==> src/rtl/pipeline_sequencer.sv <==
`default_nettype none
// ============================================================================
// Module      : pipeline_sequencer
// Description : Control-flow sequencer for the 3-stage fetch / decode /
//               execute-write core. Owns the fetch PC and the per-stage
//               enables. It sequences conditional-jump redirects, entry to
//               the external-interrupt trap handler at MTVEC, and MRET
//               return. It also holds the trap CSRs (MEPC, MCAUSE, MIE,
//               MPIE) and the privilege mode.
// Revision    : 1.0 - initial release
// ----------------------------------------------------------------------------
// Ports:
//   CLK              in   1   clock
//   RSTN             in   1   asynchronous active-low reset
//   INTERRUPT        in   1   external interrupt request (level)
//   COND_JUMP_D      in   1   decode stage holds a conditional jump
//   MRET_D           in   1   decode stage holds MRET
//   PC_D             in  32   PC of the instruction in decode
//   JUMP_DEST_E      in  32   resolved jump target (valid in BR_EXEC)
//   PC_OUT           out 32   fetch PC (word index)
//   DECODER_ENABLED  out  1   decode stage enable
//   EXECUTER_ENABLED out  1   execute stage enable (always 1)
//   WRITER_ENABLED   out  1   write-back enable (always 1)
//   CPU_MODE         out  1   0 = user, 1 = machine
//   MEPC             out 32   saved return PC
//   MCAUSE           out 32   trap cause
//   TRAP_TAKEN       out  1   one-cycle pulse on trap entry
// ----------------------------------------------------------------------------
// Build option:
//   IRQ_SYNC_EN  - when defined, INTERRUPT passes through a 2-flop
//                  synchronizer before it sets the pending flag. This adds
//                  2 cycles of detection latency.
// ============================================================================
module pipeline_sequencer #(
    parameter logic [31:0] RESET_PC     = 32'd0,
    parameter logic [31:0] MTVEC        = 32'd36,
    parameter int          DRAIN_CYCLES = 2        // legal range 1..7
) (
    input  logic        CLK,
    input  logic        RSTN,
    input  logic        INTERRUPT,
    input  logic        COND_JUMP_D,
    input  logic        MRET_D,
    input  logic [31:0] PC_D,
    input  logic [31:0] JUMP_DEST_E,
    output logic [31:0] PC_OUT,
    output logic        DECODER_ENABLED,
    output logic        EXECUTER_ENABLED,
    output logic        WRITER_ENABLED,
    output logic        CPU_MODE,
    output logic [31:0] MEPC,
    output logic [31:0] MCAUSE,
    output logic        TRAP_TAKEN
);

    // ------------------------------------------------------------------------
    // Constants
    // ------------------------------------------------------------------------
    localparam logic [2:0]  ST_RUN        = 3'd0;
    localparam logic [2:0]  ST_BR_EXEC    = 3'd1;
    localparam logic [2:0]  ST_RET_EXEC   = 3'd2;
    localparam logic [2:0]  ST_TRAP_DRAIN = 3'd3;
    localparam logic [2:0]  ST_TRAP_ENTER = 3'd4;
    localparam logic [2:0]  ST_REFILL     = 3'd5;

    // Interrupt bit set, machine external interrupt code 11.
    localparam logic [31:0] CAUSE_MEXT    = 32'h8000_000B;
    localparam logic [2:0]  DRAIN_LOAD    = DRAIN_CYCLES[2:0];

    // ------------------------------------------------------------------------
    // State and datapath registers
    // ------------------------------------------------------------------------
    logic [2:0]  state;
    logic [2:0]  state_next;
    logic [31:0] pc;
    logic        cpu_mode;
    logic [31:0] mepc;
    logic [31:0] mcause;
    logic        mie;
    logic        mpie;
    logic        irq_pend;
    logic [2:0]  drain_cnt;

    // Event qualifiers evaluated in RUN (priority is resolved in next-state)
    logic take_branch;
    logic take_mret;
    logic take_irq;
    logic irq_src;

    // ------------------------------------------------------------------------
    // Interrupt source: optionally synchronised into the CLK domain
    // ------------------------------------------------------------------------
`ifdef IRQ_SYNC_EN
    logic [1:0] irq_sync;

    always_ff @(posedge CLK or negedge RSTN) begin
        if (!RSTN) begin
            irq_sync <= 2'b00;
        end else begin
            irq_sync <= {irq_sync[0], INTERRUPT};
        end
    end

    assign irq_src = irq_sync[1];
`else
    assign irq_src = INTERRUPT;
`endif

    assign take_branch = COND_JUMP_D;
    // MRET in user mode is treated as an ordinary instruction.
    assign take_mret   = MRET_D && cpu_mode;
    // Machine mode runs with MIE cleared, so a request there stays latched
    // until MRET restores MIE and drops back to user mode.
    assign take_irq    = irq_pend && mie && !cpu_mode;

    // ------------------------------------------------------------------------
    // FSM: state register
    // ------------------------------------------------------------------------
    always_ff @(posedge CLK or negedge RSTN) begin
        if (!RSTN) begin
            state <= ST_RUN;
        end else begin
            state <= state_next;
        end
    end

    // ------------------------------------------------------------------------
    // FSM: next-state logic
    // ------------------------------------------------------------------------
    always_comb begin
        state_next = state;
        case (state)
            ST_RUN: begin
                if (take_branch) begin
                    state_next = ST_BR_EXEC;
                end else if (take_mret) begin
                    state_next = ST_RET_EXEC;
                end else if (take_irq) begin
                    state_next = ST_TRAP_DRAIN;
                end else begin
                    state_next = ST_RUN;
                end
            end
            ST_BR_EXEC:    state_next = ST_REFILL;
            ST_RET_EXEC:   state_next = ST_REFILL;
            ST_TRAP_DRAIN: begin
                // The counter holds the number of drain cycles still to go,
                // including the current one.
                if (drain_cnt <= 3'd1) begin
                    state_next = ST_TRAP_ENTER;
                end else begin
                    state_next = ST_TRAP_DRAIN;
                end
            end
            ST_TRAP_ENTER: state_next = ST_REFILL;
            ST_REFILL:     state_next = ST_RUN;
            default:       state_next = ST_RUN;
        endcase
    end

    // ------------------------------------------------------------------------
    // FSM: output logic
    // ------------------------------------------------------------------------
    // Decode runs only in RUN. Every other state is a redirect, a drain or a
    // refill bubble.
    always_comb begin
        DECODER_ENABLED  = 1'b0;
        TRAP_TAKEN       = 1'b0;
        EXECUTER_ENABLED = 1'b1;
        WRITER_ENABLED   = 1'b1;
        case (state)
            ST_RUN:        DECODER_ENABLED = 1'b1;
            ST_TRAP_ENTER: TRAP_TAKEN      = 1'b1;
            default: begin
                DECODER_ENABLED = 1'b0;
                TRAP_TAKEN      = 1'b0;
            end
        endcase
    end

    // ------------------------------------------------------------------------
    // PC, privilege mode, trap CSRs and drain counter
    // ------------------------------------------------------------------------
    // Redirects load target-1. The following REFILL cycle increments the PC,
    // which lines up with the core's one-word fetch/decode offset. The
    // subtraction wraps modulo 2^32.
    always_ff @(posedge CLK or negedge RSTN) begin
        if (!RSTN) begin
            pc        <= RESET_PC;
            cpu_mode  <= 1'b0;
            mepc      <= 32'd0;
            mcause    <= 32'd0;
            mie       <= 1'b1;
            mpie      <= 1'b0;
            drain_cnt <= 3'd0;
        end else begin
            case (state)
                ST_RUN: begin
                    if (state_next == ST_RUN) begin
                        pc <= pc + 32'd1;
                    end
                    if (state_next == ST_TRAP_DRAIN) begin
                        mepc      <= PC_D;
                        drain_cnt <= DRAIN_LOAD;
                    end
                end
                ST_BR_EXEC: begin
                    pc <= JUMP_DEST_E - 32'd1;
                end
                ST_RET_EXEC: begin
                    pc       <= mepc - 32'd1;
                    cpu_mode <= 1'b0;
                    mie      <= mpie;
                end
                ST_TRAP_DRAIN: begin
                    drain_cnt <= drain_cnt - 3'd1;
                end
                ST_TRAP_ENTER: begin
                    pc       <= MTVEC - 32'd1;
                    cpu_mode <= 1'b1;
                    mcause   <= CAUSE_MEXT;
                    mpie     <= mie;
                    mie      <= 1'b0;
                end
                ST_REFILL: begin
                    pc <= pc + 32'd1;
                end
                default: begin
                    pc <= pc;
                end
            endcase
        end
    end

    // ------------------------------------------------------------------------
    // Pending interrupt latch
    // ------------------------------------------------------------------------
    // Sticky from any sampled request until the trap is actually entered, so
    // requests arriving during a branch, an MRET or machine mode survive.
    always_ff @(posedge CLK or negedge RSTN) begin
        if (!RSTN) begin
            irq_pend <= 1'b0;
        end else if (state == ST_TRAP_ENTER) begin
            irq_pend <= 1'b0;
        end else if (irq_src) begin
            irq_pend <= 1'b1;
        end
    end

    assign PC_OUT   = pc;
    assign CPU_MODE = cpu_mode;
    assign MEPC     = mepc;
    assign MCAUSE   = mcause;

endmodule
`default_nettype wire

==> config.mk <==
export PLATFORM = sky130hd
export DESIGN_NAME = pipeline_sequencer
export DESIGN_NICKNAME = d
export VERILOG_FILES = /design/src/rtl/pipeline_sequencer.sv
export SDC_FILE = /design/constraint.sdc
export NUM_CORES = 1
export LEC_CHECK = 0
export ABC_AREA = 0
export CAP_MARGIN = 10
export CORE_ASPECT_RATIO = 1.75
export CORE_MARGIN = 2
export CORE_UTILIZATION = 45
export CTS_CLUSTER_SIZE = 16
export DETAILED_ROUTE_END_ITERATION = 16
export PLACE_DENSITY = 0.89
export SLEW_MARGIN = 10
export SYNTH_ARGS = -nofsm -noshare
export SYNTH_HDL_FRONTEND = slang
export SYNTH_SLANG_ARGS = --single-unit
==> constraint.sdc <==
create_clock -name CLK -period 2.85 [get_ports CLK]
set_input_delay 0.855 -clock CLK [delete_from_list [all_inputs] [get_ports CLK]]
set_output_delay 0.855 -clock CLK [all_outputs]
set_load 0.005 [all_outputs]
==> tab_implementation.tex, run 1 <==
\begin{tabular}{lr}
\hline
Metric & Value \\
\hline
\multicolumn{2}{l}{\textbf{STA}} \\
\quad Number of failing setup endpoints in the final timing report & 0 \\
\quad Hold violation total from the final report & 0 \\
\quad Final worst slack & 0.0924 ns \\
\quad Max Fclk & 0.363 GHz \\
\quad Normalized max-slew margin & 51.4\% \\
\quad Setup TNS Final & 0 ns \\
\quad Final min period & 2.76 ns \\
\quad Total count of max-transition violations in the final report & 0 \\
\quad Post-route clock skew & 0.00850 ns \\
\quad Period utilisation layout & 96.8\% \\
\quad Setup repair after global routing missed its margin & false \\
\quad Pin slew with the least headroom to its limit & 0.726 ns \\
\multicolumn{2}{l}{\textbf{Placed design}} \\
\quad Placement Setup Slack & -0.189 ns \\
\quad Routability congestion estimate from global placement & 0.943 \\
\quad Post-DP HPWL & 13.0 mm \\
\quad Post-Place Cell Area & 7130 um\^{}2 \\
\quad IO Port Bufs & 139 \\
\multicolumn{2}{l}{\textbf{Pwr}} \\
\quad Maximum vdd ir drop & 0.389 mV \\
\quad Total power & 5.79 mW \\
\quad Cell Pwr Density & 769 nW/um\^{}2 \\
\quad Leakage component of the power & 3.00 nW \\
\multicolumn{2}{l}{\textbf{GRT}} \\
\quad Global-route wire length before repair & 27.4 mm \\
\quad Maximum number of pins on one net before global-route repair & 44 \\
\quad Overflow left after global routing & 0 \\
\quad GR Util All Layers & 26.7\% \\
\quad Antenna violations before repair & 0 \\
\quad Number of global-route vias before repair & 5574 \\
\multicolumn{2}{l}{\textbf{Detailed routing}} \\
\quad Routed Antenna Nets & 0 \\
\quad Wire length reported by the detailed router & 17.1 mm \\
\quad Remaining design rule violation count & 0 \\
\quad Avg Vias per Cell & 6.12 \\
\quad Detailed Routing Iterations Pass 1 & 6 \\
\quad Detailed router's first-iteration violation count & 361 \\
\quad Average routed wire per standard cell & 18.8 um \\
\quad Total vias in the final route & 5585 \\
\multicolumn{2}{l}{\textbf{Logic synthesis}} \\
\quad Synth unique cells & 68 \\
\quad Area share of the largest cell type after synthesis & 34.0\% \\
\quad Synthesized area per cell & 9.04 um\^{}2 \\
\quad Number of synthesized flops with an enable pin & 0 \\
\quad Post-synth top area cell & sky130\_fd\_sc\_hd\_\_dfrtp\_1 \\
\quad Number of warnings printed during yosys synthesis & 0 \\
\quad Seq cells post-synth & 75 \\
\quad Post-synthesis instance area & 5450 um\^{}2 \\
\quad Share of the yosys chip area belonging to registers & 34.4\% \\
\quad Synthesized instance count & 603 \\
\quad Asr flop ratio synth & 100\% \\
\quad Ranking of synthesized cells by area & sky130\_fd\_sc\_hd\_\_dfrtp\_1 34\%, sky130\_fd\_sc\_hd\_\_mux2\_2 7.8\%, sky130\_fd\_sc\_hd\_\_buf\_4 5.6\% \\
\quad Flip-flop cell with the highest count after synthesis & sky130\_fd\_sc\_hd\_\_dfrtp\_1 \\
\multicolumn{2}{l}{\textbf{Setup path}} \\
\quad Peak fanout along the critical path & 8 \\
\quad Critical path class & register to primary output \\
\quad Crit. End Element & primary output \\
\quad Worst reg2reg startpoint & state[2] \\
\quad Critical path data required time & 2.00 ns \\
\quad Crit start category & register \\
\quad Arrival time of data at the critical path endpoint & 1.90 ns \\
\quad Depth of the worst register-to-register path & 8 \\
\quad Worst setup startpoint & state[2] \\
\multicolumn{2}{l}{\textbf{Floorplanning}} \\
\quad Number of placement rows & 53 \\
\quad Area of the core & 11900 um\^{}2 \\
\quad \# IOs & 170 \\
\quad Die Wd & 87.2 um \\
\quad Overall die area & 13100 um\^{}2 \\
\quad Initial standard-cell utilization of the core & 45.7\% \\
\quad Die height & 150 um \\
\multicolumn{2}{l}{\textbf{Run status}} \\
\quad Outcome & finished clean \\
\multicolumn{2}{l}{\textbf{Cells and area}} \\
\quad Antenna diode count & 0 \\
\quad Layout cell share with drive strength beyond 1 & 15.6\% \\
\quad Nets & 843 \\
\quad Cell area after layout & 7520 um\^{}2 \\
\quad Area growth from synthesis to layout & 37.9\% \\
\quad Core utilization of the finished layout & 63.0\% \\
\multicolumn{2}{l}{\textbf{Clocking}} \\
\quad H-tree level count & 3 \\
\quad Clock latency reported for the late side of the worst-skew pair & 0.35 ns \\
\quad Number of buffers created by CTS & 9 \\
\quad Root buffer selected by CTS & sky130\_fd\_sc\_hd\_\_clkbuf\_16 \\
\quad Deepest clock path buffer count & 2 \\
\quad CTS tree & yes \\
\quad Post-CTS clock slew at the launch and capture registers of the worst setup and hold paths & 0.05 ns \\
\quad Sink count of the clock tree & 75 \\
\multicolumn{2}{l}{\textbf{Worst hold path}} \\
\quad Type of the most critical hold path & input pin to asynchronous set/reset pin \\
\multicolumn{2}{l}{\textbf{Job}} \\
\quad Max-cap check violation count & 0 \\
\hline
\end{tabular}
==> state kept, by name (all words and copies together) (netlist names) <==
signal / count
CPU_MODE: 1
MCAUSE: 1
MEPC: 32
PC_OUT: 32
drain_cnt: 3
irq_pend: 1
mie: 1
mpie: 1
state: 3
==> path summary, 6_finish.rpt <==
check,end,slack (ns)
max,DECODER_ENABLED,0.09
min,MEPC[3],0.45
max reg2reg,PC_OUT[21],0.20
min reg2reg,mie,0.49
max in group asynchronous,mie,1.77
min in group CLK,mie,0.49
==> synth_stat cells (14+ instances only) <==
cell / instances
sky130_fd_sc_hd__buf_4: 41
sky130_fd_sc_hd__xor2_1: 14
sky130_fd_sc_hd__mux2_2: 38
sky130_fd_sc_hd__nor2_1: 34
sky130_fd_sc_hd__o21ai_0: 39
sky130_fd_sc_hd__nand3_1: 22
sky130_fd_sc_hd__xnor2_1: 19
sky130_fd_sc_hd__nand2_1: 51
sky130_fd_sc_hd__nand4_1: 14
sky130_fd_sc_hd__mux2i_1: 30
sky130_fd_sc_hd__a21oi_1: 30
sky130_fd_sc_hd__dfrtp_1: 74
sky130_fd_sc_hd__nor3_1: 24
==> worst max-delay path: stages, from the launching register on <==
cell                              delay (ns)
sky130_fd_sc_hd__dfrtp_1                0.48
sky130_fd_sc_hd__or3_4                  0.48
sky130_fd_sc_hd__inv_1                  0.10
sky130_fd_sc_hd__clkdlybuf4s50_1        0.50
==> power by group <==
group	leakage (nW)	internal [mW]	switching, mW
Sequential	0.936	1.36	0.420
Combinational	1.88	1.28	1.28
Clock	0.183	0.992	0.452
Total	3.00	3.63	2.15
==> stage by stage <==
step	std cells	hold WS [ns]
finish	912	0.446
floorplan	631	0.445
CTS	910	0.460
global route	912	0.484
global placement	894	0.468
detailed placement	894	0.486
==> routing by layer <==
metal  global-route usage [%]  part of all wire [%]  up-vias  routed length (um)
li1                         -                     -     2518                   -
met1                     30.4                    35     2642                6000
met2                     45.6                    52      338                8970
met3                     5.24                   7.3       87                1250
met4                     15.5                   5.2        0                 887
met5                        0                     0        -                   0
==> kinds of logic (layout without fill, tap and decap cells) <==
group,after synthesis,after routing,share of synthesized area [%]
fa+ha+maj,4,4,0.918
mux,68,68,13.4
simple gates,219,219,21.5
flops,75,75,34.4
other cells,2,30,0.138
compound gates,134,134,16.3
buf+inv,68,212,8.08
xor+xnor,33,33,5.30
==> repair_timing <==
action                                  4_1_cts  5_1_grt
pin swaps                                     0        1
setup buffers                                 0        2
gates resized for setup                       1        0
cloned                                        0        0
hold buffers                                  0        0
endpoints found under the setup margin        1        1
==> placed cells by master (no fill, tap or decap), types with 24 or more instances in the layout <==
cell                                n
sky130_fd_sc_hd__dfrtp_1           74
sky130_fd_sc_hd__o21ai_0           39
sky130_fd_sc_hd__clkdlybuf4s50_1  138
sky130_fd_sc_hd__a21oi_1           30
sky130_fd_sc_hd__buf_4             48
sky130_fd_sc_hd__nor2_1            34
sky130_fd_sc_hd__conb_1            30
sky130_fd_sc_hd__mux2i_1           30
sky130_fd_sc_hd__mux2_2            38
sky130_fd_sc_hd__nor3_1            24
sky130_fd_sc_hd__nand2_1           51
==> layout make-up <==
class,count,area [um^2]
repair buffers,190,1820
clock inverters,4,120
clock buffers,12,256
well taps,137,171
multi-input cells,488,3250
fillers,985,4410
flip-flops and latches,75,1880
inverters,6,22.5
(Power assumes the default switching activity.)
==> run 2, diff against run 1 <==
--- a/config.mk
+++ b/config.mk
@@ -6,13 +6,16 @@
 export NUM_CORES = 1
 export LEC_CHECK = 0
 export ABC_AREA = 0
+export ABC_CLOCK_PERIOD_IN_PS = 2850
 export CAP_MARGIN = 10
 export CORE_ASPECT_RATIO = 1.75
 export CORE_MARGIN = 2
 export CORE_UTILIZATION = 45
+export CTS_BUF_LIST = sky130_fd_sc_hd__clkbuf_4 sky130_fd_sc_hd__clkbuf_8
 export CTS_CLUSTER_SIZE = 16
 export DETAILED_ROUTE_END_ITERATION = 16
 export PLACE_DENSITY = 0.89
+export SKIP_CTS_REPAIR_TIMING = 1
 export SLEW_MARGIN = 10
 export SYNTH_ARGS = -nofsm -noshare
 export SYNTH_HDL_FRONTEND = slang
==> run 2 against run 1 <==
Critical path depth stayed put. Register-to-register slack hardly changed. Total power is 5.7% lower. Largest power group unchanged. First-iteration DRC count is 28% higher. Flip-flop and latch count stayed put. Core utilization is 0.94 points lower. Via count is 2.4% lower. Critical endpoint unchanged.
==> tab_implementation.tex, run 2 (same netlist as run 1, synthesis figures left out) <==
\begin{tabular}{lr}
\hline
Metric & Value \\
\hline
\multicolumn{2}{l}{\textbf{Pwr}} \\
\quad Cell Pwr Density & 737 nW/um\^{}2 \\
\quad Total power & 5.46 mW \\
\quad Maximum vdd ir drop & 0.308 mV \\
\quad Leakage component of the power & 2.95 nW \\
\multicolumn{2}{l}{\textbf{Detailed routing}} \\
\quad Wire length reported by the detailed router & 16.8 mm \\
\quad Avg Vias per Cell & 5.99 \\
\quad Average routed wire per standard cell & 18.4 um \\
\quad Total vias in the final route & 5450 \\
\quad Remaining design rule violation count & 0 \\
\quad Routed Antenna Nets & 0 \\
\quad Detailed router's first-iteration violation count & 462 \\
\quad Detailed Routing Iterations Pass 1 & 7 \\
\multicolumn{2}{l}{\textbf{STA}} \\
\quad Total count of max-transition violations in the final report & 0 \\
\quad Normalized max-slew margin & 50.8\% \\
\quad Setup repair after global routing missed its margin & false \\
\quad Max Fclk & 0.360 GHz \\
\quad Pin slew with the least headroom to its limit & 0.735 ns \\
\quad Number of failing setup endpoints in the final timing report & 0 \\
\quad Hold\_ws & 0.423 ns \\
\quad Post-route clock skew & 0.0126 ns \\
\quad Period utilisation layout & 97.5\% \\
\quad Hold violation total from the final report & 0 \\
\quad Final min period & 2.78 ns \\
\multicolumn{2}{l}{\textbf{Clocking}} \\
\quad Post-CTS clock slew at the launch and capture registers of the worst setup and hold paths & 0.07 ns \\
\quad Clock latency reported for the late side of the worst-skew pair & 0.37 ns \\
\quad Sink count of the clock tree & 75 \\
\quad Number of buffers created by CTS & 9 \\
\quad CTS tree & yes \\
\quad H-tree level count & 3 \\
\quad Deepest clock path buffer count & 2 \\
\quad Root buffer selected by CTS & sky130\_fd\_sc\_hd\_\_clkbuf\_8 \\
\multicolumn{2}{l}{\textbf{Worst hold path}} \\
\quad Type of the most critical hold path & input pin to asynchronous set/reset pin \\
\multicolumn{2}{l}{\textbf{Placed design}} \\
\quad Dpl cells & 894 \\
\quad Post-Place Cell Area & 7130 um\^{}2 \\
\quad Post-DP HPWL & 13.0 mm \\
\quad Routability congestion estimate from global placement & 0.943 \\
\quad IO Port Bufs & 139 \\
\multicolumn{2}{l}{\textbf{Floorplanning}} \\
\quad \# IOs & 170 \\
\quad Initial standard-cell utilization of the core & 45.7\% \\
\quad Overall die area & 13100 um\^{}2 \\
\quad Die height & 150 um \\
\quad Number of placement rows & 53 \\
\quad Area of the core & 11900 um\^{}2 \\
\quad Die Wd & 87.2 um \\
\multicolumn{2}{l}{\textbf{Setup path}} \\
\quad Critical path data required time & 2.00 ns \\
\quad Arrival time of data at the critical path endpoint & 1.92 ns \\
\quad Cell-by-cell listing of the critical path & or3\_4, inv\_1, clkdlybuf4s50\_1 \\
\quad Crit-path max cell delay & 0.50 ns \\
\quad Crit start category & register \\
\quad Crit. End Element & primary output \\
\quad Critical path class & register to primary output \\
\quad Peak fanout along the critical path & 8 \\
\quad Crit-path slowest cell & sky130\_fd\_sc\_hd\_\_clkdlybuf4s50\_1 \\
\multicolumn{2}{l}{\textbf{GRT}} \\
\quad GR Util All Layers & 26.0\% \\
\quad Antenna violations before repair & 0 \\
\quad Global-route wire length before repair & 26.9 mm \\
\quad Number of global-route vias before repair & 5459 \\
\quad Overflow left after global routing & 0 \\
\quad Maximum number of pins on one net before global-route repair & 44 \\
\multicolumn{2}{l}{\textbf{Cells and area}} \\
\quad Area growth from synthesis to layout & 35.9\% \\
\quad Nets & 841 \\
\quad Cell area after layout & 7410 um\^{}2 \\
\quad Antenna diode count & 0 \\
\quad Leading cell type in the layout, fill and taps excluded & sky130\_fd\_sc\_hd\_\_clkdlybuf4s50\_1 \\
\quad Layout cell share with drive strength beyond 1 & 15.5\% \\
\quad Number of standard cells in the layout, taps in and fillers out & 910 \\
\quad Core utilization of the finished layout & 62.1\% \\
\quad Highest-count cells in the layout ignoring fill and taps & 138 x sky130\_fd\_sc\_hd\_\_clkdlybuf4s50\_1, 74 x sky130\_fd\_sc\_hd\_\_dfrtp\_1, 51 x sky130\_fd\_sc\_hd\_\_nand2\_1 \\
\multicolumn{2}{l}{\textbf{Job}} \\
\quad Max-cap check violation count & 0 \\
\multicolumn{2}{l}{\textbf{Run status}} \\
\quad Outcome & finished clean \\
\hline
\end{tabular}
-- run 2: changes by cell type in the layout (fill, tap and decap cells not counted) --
| cell | before | now |
|---|---|---|
| sky130_fd_sc_hd__buf_4 | 48 | 46 |
| sky130_fd_sc_hd__clkbuf_4 | 0 | 1 |
| sky130_fd_sc_hd__clkbuf_8 | 2 | 11 |
| sky130_fd_sc_hd__clkbuf_1 | 1 | 0 |
| sky130_fd_sc_hd__clkbuf_16 | 9 | 0 |
-- run 2: metal layers --
metal  global-route usage, %  vias to the layer above  share of wire (%)
li1                        -                     2506                  -
met1                    30.2                     2545                 36
met2                    44.7                      324                 52
met3                    4.30                       75                7.0
met4                    14.0                        0                4.6
met5                       0                        -                  0
-- run 2: path summary, 6_finish.rpt --
kind / startpoint / end / slack [ns] / cells after the start
max: state[2] / DECODER_ENABLED / 0.07 / 3
min: RSTN / MEPC[3] / 0.42 / 1
max reg2reg: state[1] / PC_OUT[21] / 0.21 / 8
min reg2reg: mpie / mie / 0.50 / 2
max in group asynchronous: RSTN / mie / 1.79 / 2
min in group CLK: mpie / mie / 0.50 / 2
-- run 2: power by group --
group          internal [mW]  total [mW]  switching, mW
registers               1.36        1.77          0.415
logic                   1.28        2.55           1.27
clock network          0.728        1.14          0.407
total                   3.37        5.46           2.09
-- run 2: final cells by class --
cell class                 count  area, um^2
inverter                       6        22.5
clock inverter                 4         120
sequential                    75        1880
clock buffer                  12         159
timing repair buffer         188        1810
tap                          137         171
fill                        1004        4530
multi-input combinational    488        3250
-- run 2: per-stage QoR --
stage	setup WS (ns)	TNS (ns)
2_1_floorplan	0.268	0
3_3_place_gp	-0.128	-1.02
3_5_place_dp	-0.189	-1.92
4_1_cts	-0.0321	-0.0321
5_1_grt	0.0273	0
6_report	0.0714	0
-- run 2: worst max-delay path, delay by kind of cell (launching register included) --
family / cells / cell delay (ns)
buffers and inverters: 2 / 0.60
DFF: 1 / 0.48
and+or+nand+nor: 1 / 0.48
